===== src/rtl/ser_frame_pkg.sv =====
// Shared types and default parameters for the serial frame detector.
package ser_frame_pkg;

    typedef enum logic [1:0] {
        HUNT    = 2'd0,
        LEN     = 2'd1,
        PAYLOAD = 2'd2
    } state_e;

    localparam int unsigned            DEF_PAT_W   = 4;
    localparam logic [DEF_PAT_W-1:0]   DEF_PATTERN = 4'b1011;
    localparam int unsigned            DEF_LEN_W   = 3;
    localparam int unsigned            DEF_CNT_W   = 8;

endpackage


===== src/rtl/ser_bit_counter.sv =====
// Loadable saturating down counter with clock enable and a zero flag.
// A reload value of N means "N more enabled decrements until zero".
module ser_bit_counter #(
    parameter int unsigned  W       = 3,
    parameter logic [W-1:0] RST_VAL = '0
) (
    input  logic         clk,
    input  logic         rst,
    input  logic         clk_en,
    input  logic         load_i,
    input  logic [W-1:0] load_val_i,
    input  logic         dec_i,
    output logic         zero_o
);

    logic [W-1:0] cnt_q;
    logic [W-1:0] cnt_d;

    // Next count: load wins over decrement; decrement stops at zero
    always_comb begin
        cnt_d = cnt_q;
        if (load_i) begin
            cnt_d = load_val_i;
        end else if (dec_i && (cnt_q != '0)) begin
            cnt_d = cnt_q - W'(1);
        end
    end

    // Count register, frozen while clk_en is low
    always_ff @(posedge clk or negedge rst) begin
        if (!rst) begin
            cnt_q <= RST_VAL;
        end else if (clk_en) begin
            cnt_q <= cnt_d;
        end
    end

    assign zero_o = (cnt_q == '0);

endmodule


===== src/rtl/ser_frame_detector.sv =====
// Serial frame detector: hunts for a sync pattern, reads a length field,
// then forwards that many payload bits with a valid strobe.
module ser_frame_detector
    import ser_frame_pkg::*;
#(
    parameter int unsigned      PAT_W   = DEF_PAT_W,
    parameter logic [PAT_W-1:0] PATTERN = PAT_W'(DEF_PATTERN),
    parameter int unsigned      LEN_W   = DEF_LEN_W,
    parameter int unsigned      CNT_W   = DEF_CNT_W
) (
    input  logic             clk,
    input  logic             rst,
    input  logic             clk_en,
    input  logic             ser_in,
    output logic             ser_out,
    output logic             ser_out_valid,
    output logic             frame_done,
    output logic             len_err,
    output logic             busy,
    output logic [CNT_W-1:0] frame_count
);

    // Fill counter holds "bits still missing before a match may fire, minus one"
    localparam int unsigned FILL_W = (PAT_W > 2) ? $clog2(PAT_W) : 1;
    localparam int unsigned BIT_W  = LEN_W;

    state_e             state_q, state_d;
    logic [PAT_W-1:0]   pat_q, pat_d;
    logic [LEN_W-1:0]   len_q, len_d;
    logic               ser_out_q, ser_out_d;
    logic               valid_q, valid_d;
    logic               done_q, done_d;
    logic               err_q, err_d;
    logic               busy_q, busy_d;
    logic [CNT_W-1:0]   fcnt_q, fcnt_d;

    logic               fill_load, fill_dec, fill_zero;
    logic               bit_load, bit_dec, bit_zero;
    logic [BIT_W-1:0]   bit_val;

    // HUNT fill tracker; reloads to "empty" whenever the FSM is outside HUNT
    ser_bit_counter #(
        .W       (FILL_W),
        .RST_VAL (FILL_W'(PAT_W - 1))
    ) u_fill_cnt (
        .clk        (clk),
        .rst        (rst),
        .clk_en     (clk_en),
        .load_i     (fill_load),
        .load_val_i (FILL_W'(PAT_W - 1)),
        .dec_i      (fill_dec),
        .zero_o     (fill_zero)
    );

    // Remaining length-field / payload bits, minus one
    ser_bit_counter #(
        .W       (BIT_W),
        .RST_VAL ('0)
    ) u_bit_cnt (
        .clk        (clk),
        .rst        (rst),
        .clk_en     (clk_en),
        .load_i     (bit_load),
        .load_val_i (bit_val),
        .dec_i      (bit_dec),
        .zero_o     (bit_zero)
    );

    // Next-state and output logic
    always_comb begin
        state_d   = state_q;
        pat_d     = '0;
        len_d     = len_q;
        ser_out_d = ser_out_q;
        valid_d   = 1'b0;
        done_d    = 1'b0;
        err_d     = 1'b0;
        fcnt_d    = fcnt_q;
        fill_load = 1'b1;
        fill_dec  = 1'b0;
        bit_load  = 1'b0;
        bit_dec   = 1'b0;
        bit_val   = '0;

        case (state_q)
            HUNT: begin
                pat_d     = PAT_W'({pat_q, ser_in});
                fill_load = 1'b0;
                fill_dec  = 1'b1;
                if (fill_zero && (pat_d == PATTERN)) begin
                    state_d   = LEN;
                    pat_d     = '0;
                    len_d     = '0;
                    fill_load = 1'b1;
                    bit_load  = 1'b1;
                    bit_val   = BIT_W'(LEN_W - 1);
                end
            end
            LEN: begin
                len_d   = LEN_W'({len_q, ser_in});
                bit_dec = 1'b1;
                if (bit_zero) begin
                    if (len_d == '0) begin
                        err_d   = 1'b1;
                        state_d = HUNT;
                    end else begin
                        state_d  = PAYLOAD;
                        bit_load = 1'b1;
                        bit_val  = BIT_W'(len_d - LEN_W'(1));
                    end
                end
            end
            PAYLOAD: begin
                ser_out_d = ser_in;
                valid_d   = 1'b1;
                bit_dec   = 1'b1;
                if (bit_zero) begin
                    done_d  = 1'b1;
                    fcnt_d  = fcnt_q + CNT_W'(1);
                    state_d = HUNT;
                end
            end
            default: begin
                state_d = HUNT;
            end
        endcase

        busy_d = (state_d != HUNT);
    end

    // State and output registers, frozen while clk_en is low
    always_ff @(posedge clk or negedge rst) begin
        if (!rst) begin
            state_q   <= HUNT;
            pat_q     <= '0;
            len_q     <= '0;
            ser_out_q <= 1'b0;
            valid_q   <= 1'b0;
            done_q    <= 1'b0;
            err_q     <= 1'b0;
            busy_q    <= 1'b0;
            fcnt_q    <= '0;
        end else if (clk_en) begin
            state_q   <= state_d;
            pat_q     <= pat_d;
            len_q     <= len_d;
            ser_out_q <= ser_out_d;
            valid_q   <= valid_d;
            done_q    <= done_d;
            err_q     <= err_d;
            busy_q    <= busy_d;
            fcnt_q    <= fcnt_d;
        end
    end

    assign ser_out       = ser_out_q;
    assign ser_out_valid = valid_q;
    assign frame_done    = done_q;
    assign len_err       = err_q;
    assign busy          = busy_q;
    assign frame_count   = fcnt_q;

endmodule


===== config.mk =====
export PLATFORM = sky130hd
export DESIGN_NAME = ser_frame_detector
export DESIGN_NICKNAME = d
export VERILOG_FILES = /design/src/rtl/ser_frame_pkg.sv /design/src/rtl/ser_bit_counter.sv /design/src/rtl/ser_frame_detector.sv
export SDC_FILE = /design/constraint.sdc
export NUM_CORES = 1
export LEC_CHECK = 0
export BUFFER_PORTS_ARGS = -buffer_cell sky130_fd_sc_hd__buf_2
export CAP_MARGIN = 20
export CORE_ASPECT_RATIO = 0.5
export CORE_MARGIN = 4
export CORE_UTILIZATION = 50
export DETAILED_ROUTE_END_ITERATION = 12
export PLACE_DENSITY = 0.67
export SLEW_MARGIN = 20
export SYNTH_ARGS = -nofsm -noshare
export SYNTH_HDL_FRONTEND = slang
export SYNTH_SLANG_ARGS = --single-unit

===== constraint.sdc =====
create_clock -name clk -period 2.19 [get_ports clk]
set_clock_uncertainty 0.2 [all_clocks]
set_input_delay 0.1095 -clock clk [delete_from_list [all_inputs] [get_ports clk]]
set_output_delay 0.1095 -clock clk [all_outputs]
set_load 0.01 [all_outputs]

==> results.sh <==
export IMPL_status="finished clean"
export IMPL_post_cts_resized=0
export IMPL_wl_per_cell_um=13.9
export IMPL_initial_utilization_pct=56.3
export IMPL_clk_latency_ns=0.27
export IMPL_die_h_um=44.7
export IMPL_placement_setup_worst_slack_ns=0.187
export IMPL_synth_top_family_by_area="simple AND/OR/NAND/NOR gates"
export IMPL_cp_max_fo=6
export IMPL_combinationalPowerShare_pct=37.8
export IMPL_setup_slack_ns=0.159
export IMPL_regToRegStartpoint="state_q[0]$_DFFE_PN0P_"
export IMPL_critical_path_reg2reg_endpoint="u_bit_cnt.cnt_q[0]$_DFFE_PN0P_"
export IMPL_report_final_hold_viol_count=0
export IMPL_drc=0
export IMPL_syn_num_nets=136
export IMPL_setup_worst_path_end_class="flip-flop"
export IMPL_crit_path_cell_chain="inv_1, ha_1, inv_2, nor4_4, nor2_2, o31a_1"
export IMPL_cts_root_buffer_cell="clkbuf_8"
export IMPL_placement_rows=12
export IMPL_synth_mux_area_fraction_pct=2.51
export IMPL_relSlewSlack_pct=63.1
export IMPL_setup_tns_final_ns=0
export IMPL_detailedPlacementHpwl_um=1850
export IMPL_worst_ep_arrival_time_ns=1.99
export IMPL_die_area_mm2=0.00363
export IMPL_first_global_vias=935
export IMPL_reported_net_switching_power_mw=0.599
export IMPL_clk_pin_slew_ns=0.09
export IMPL_synth_edff_count=0
export IMPL_number_of_placed_cells_counting_well_taps=173
export IMPL_synthesis_area_mm2=0.00135
export IMPL_core_region_area_mm2=0.00239
export IMPL_insertedDiodeCount=0
export IMPL_route_vias_total=1002
export IMPL_initialDrtViolationCount=40
export IMPL_power_density_mw_per_mm2=1040
export IMPL_finalCoreUtilization_pct=64.6
export IMPL_area_growth_syn_to_layout_pct=14.7
export IMPL_period_share_pct=92.8
export IMPL_port_buffer_count=16
export IMPL_cts_inserted_buffers=3
export IMPL_first_pass_iters=4
export IMPL_start_point_of_the_critical_path="state_q[0]$_DFFE_PN0P_"
export IMPL_antenna_left=0
export IMPL_postPlaceCellArea_mm2=0.00145
export IMPL_ys_types=44
export IMPL_antenna_violations_before_repair=0
export IMPL_yosysMostFrequentCell="dfrtp_1"
export IMPL_synthXorXnorAreaFrac_pct=4.56
export IMPL_share_of_the_yosys_chip_area_belonging_to_registers_pct=46.7
export IMPL_reg2reg_depth=6
export IMPL_setup_worst_path_end="u_bit_cnt.cnt_q[0]$_DFFE_PN0P_"
export IMPL_synthesis_yosys_warnings=0
export IMPL_worst_r2r_setup_slack_ns=0.16
export IMPL_die_width_um=81.4
export IMPL_holdCritPathClass="in -> async"
export IMPL_synth_simple_area_share_pct=18.9
export IMPL_tightestPinTransition_ns=0.554
export IMPL_ys_flop_type="dfrtp_1"
export IMPL_finish_instance_area_mm2=0.00154
export IMPL_number_of_sinks_on_the_clock_net=25
export IMPL_nets=159
export IMPL_post_synth_adder_cell_area_pct=7.44
export IMPL_netSwitchingFraction_pct=37.4
export IMPL_io_pin_count=17
export IMPL_synth_compound_area_share_pct=14.9
export IMPL_synth_top_cells_by_area="dfrtp_1 (43%), ha_1 (7.4%), dfstp_2 (3.9%)"
export IMPL_fmax_mhz=492
export IMPL_cpPeakStageDelay_ns=0.43
export IMPL_syn_mean_instance_area_um2=10.8
export IMPL_post_route_cells_drive_above_1_share_pct=24.0
export IMPL_slowest_stage_cell_cp="dfrtp_1"
export IMPL_power_share_clock_pct=17.6
export IMPL_drt_wl_total_um=2520
export IMPL_netlist_instances=124
export IMPL_postSynth_asyncResetShare_pct=100
export IMPL_leakage_nw=0.735
export IMPL_globalRouteTotalUtil_pct=15.7
export IMPL_largest_net_degree_at_the_start_of_global_routing=26
export IMPL_ir_drop_mv=0.529
export IMPL_timing_setup_critical_path_class="reg -> reg"
export IMPL_grt_remaining_overflow=0
export IMPL_synth_seq_cells=25
export IMPL_req_time_crit_path_ns=2.15
export IMPL_ctsLongestPathBuffers=2
export IMPL_p_seq_share_pct=44.6
export IMPL_routabilityCongestion=0.809
export IMPL_grt_pass1_wl_um=4340
export IMPL_h_tree_depth=1
export IMPL_setup_viol=0
export IMPL_maxCapViolations=0
export IMPL_synth_top_area_share_pct=42.8
export IMPL_post_route_insts_no_fill=181
export IMPL_synthDominantAreaCellType="dfrtp_1"
export IMPL_min_period_ns=2.03
export IMPL_setup_worst_path_start_class="flip-flop"
export IMPL_drt_vias_per_instance=5.54
export IMPL_cts_setup_buffers=0
export IMPL_synth_cells_most_frequent="dfrtp_1 (23), inv_1 (10), ha_1 (8), nand2_1 (8)"
export IMPL_design_internal_power_mw=1.00
export IMPL_final_max_slew_viol_count=0
export IMPL_cts_tree="done"
export IMPL_unrepaired_setup_endpoints_after_global_routing="no"
==> critical path: cells and delay by family (launching register included) <==
kind,cells,cell delay (ns)
adder cells (fa/ha/maj),1,0.29
AND/OR/NAND/NOR,2,0.47
buffers and inverters,2,0.23
AO/OA/AOI/OAI,1,0.30
flip-flops,1,0.43
==> through the flow <==
stage                     total power, mW  hold WS [ns]
final                                1.60         0.145
after global routing                 1.73         0.193
after CTS                            1.61         0.170
after detailed placement             1.32       -0.0661
after global placement               1.31       -0.0700
after floorplan                      1.16        -0.386
==> layout make-up <==
type	instances	area [um2]
Sequential cell	25	628
Inverter	12	45.0
Timing Repair Buffer	21	128
Fill cell	186	845
Clock inverter	1	7.51
Multi-Input combinational cell	84	649
Clock buffer	3	41.3
Tap cell	35	43.8
==> cells in the final DEF, fill, tap and decap left out, types with 4 or more instances in the layout <==
master	instances
buf_2	16
xnor2_1	5
dlygate4sd3_1	4
inv_1	10
o21ai_0	6
dfrtp_1	23
ha_1	8
nand2_1	8
nor2_1	6
==> power by group through the flow <==
stage	sequential (mW)	combinational, mW	clock, mW
2_1_floorplan	0.718	0.445	0
3_3_place_gp	0.718	0.595	0
3_5_place_dp	0.721	0.598	0
4_1_cts	0.713	0.605	0.290
5_1_grt	0.735	0.677	0.316
6_report	0.715	0.605	0.282
==> state kept, by name (all words and copies together), names as in the netlist <==
register and cells:
state_q 2, frame_done 1, ser_out_valid 1, pat_q 3, u_fill_cnt.cnt_q 2, u_bit_cnt.cnt_q 3
busy 1, len_err 1, ser_out 1, frame_count 8, len_q 2
==> kinds of logic after synthesis <==
| group | Yosys count |
|---|---|
| buffers and inverters | 15 |
| and+or+nand+nor | 38 |
| adders and majority gates | 8 |
| xor gates and xnor gates | 7 |
| DFF | 25 |
| muxes | 3 |
| AOI/OAI and AO/OA | 28 |
==> how the worst min path moves through the flow <==
stage / startpoint / end / slack [ns] / cells past startpoint
finish: rst / frame_count[2]$_DFFE_PN0P_ / 0.15 / 2
global route: rst / frame_count[2]$_DFFE_PN0P_ / 0.19 / 2
CTS: rst / frame_count[2]$_DFFE_PN0P_ / 0.17 / 2
detailed placement: rst / frame_count[2]$_DFFE_PN0P_ / -0.07 / 1
global placement: rst / frame_count[2]$_DFFE_PN0P_ / -0.07 / 1
floorplan: rst / busy$_DFFE_PN0P_ / -0.39 / 0
==> metal layers <==
layer	up-vias	track usage, %	routed length, um
met1	489	21.4	1330
met3	0	5.69	123
met5	-	0	0
met4	0	2.69	0
li1	495	-	-
met2	18	24.3	1070
==> what timing repair did <==
action                     4_1_cts  5_1_grt
hold endpoints to repair        27        0
hold buffers                     4        0
setup endpoints to repair        0        0
(Power assumes the default switching activity.)
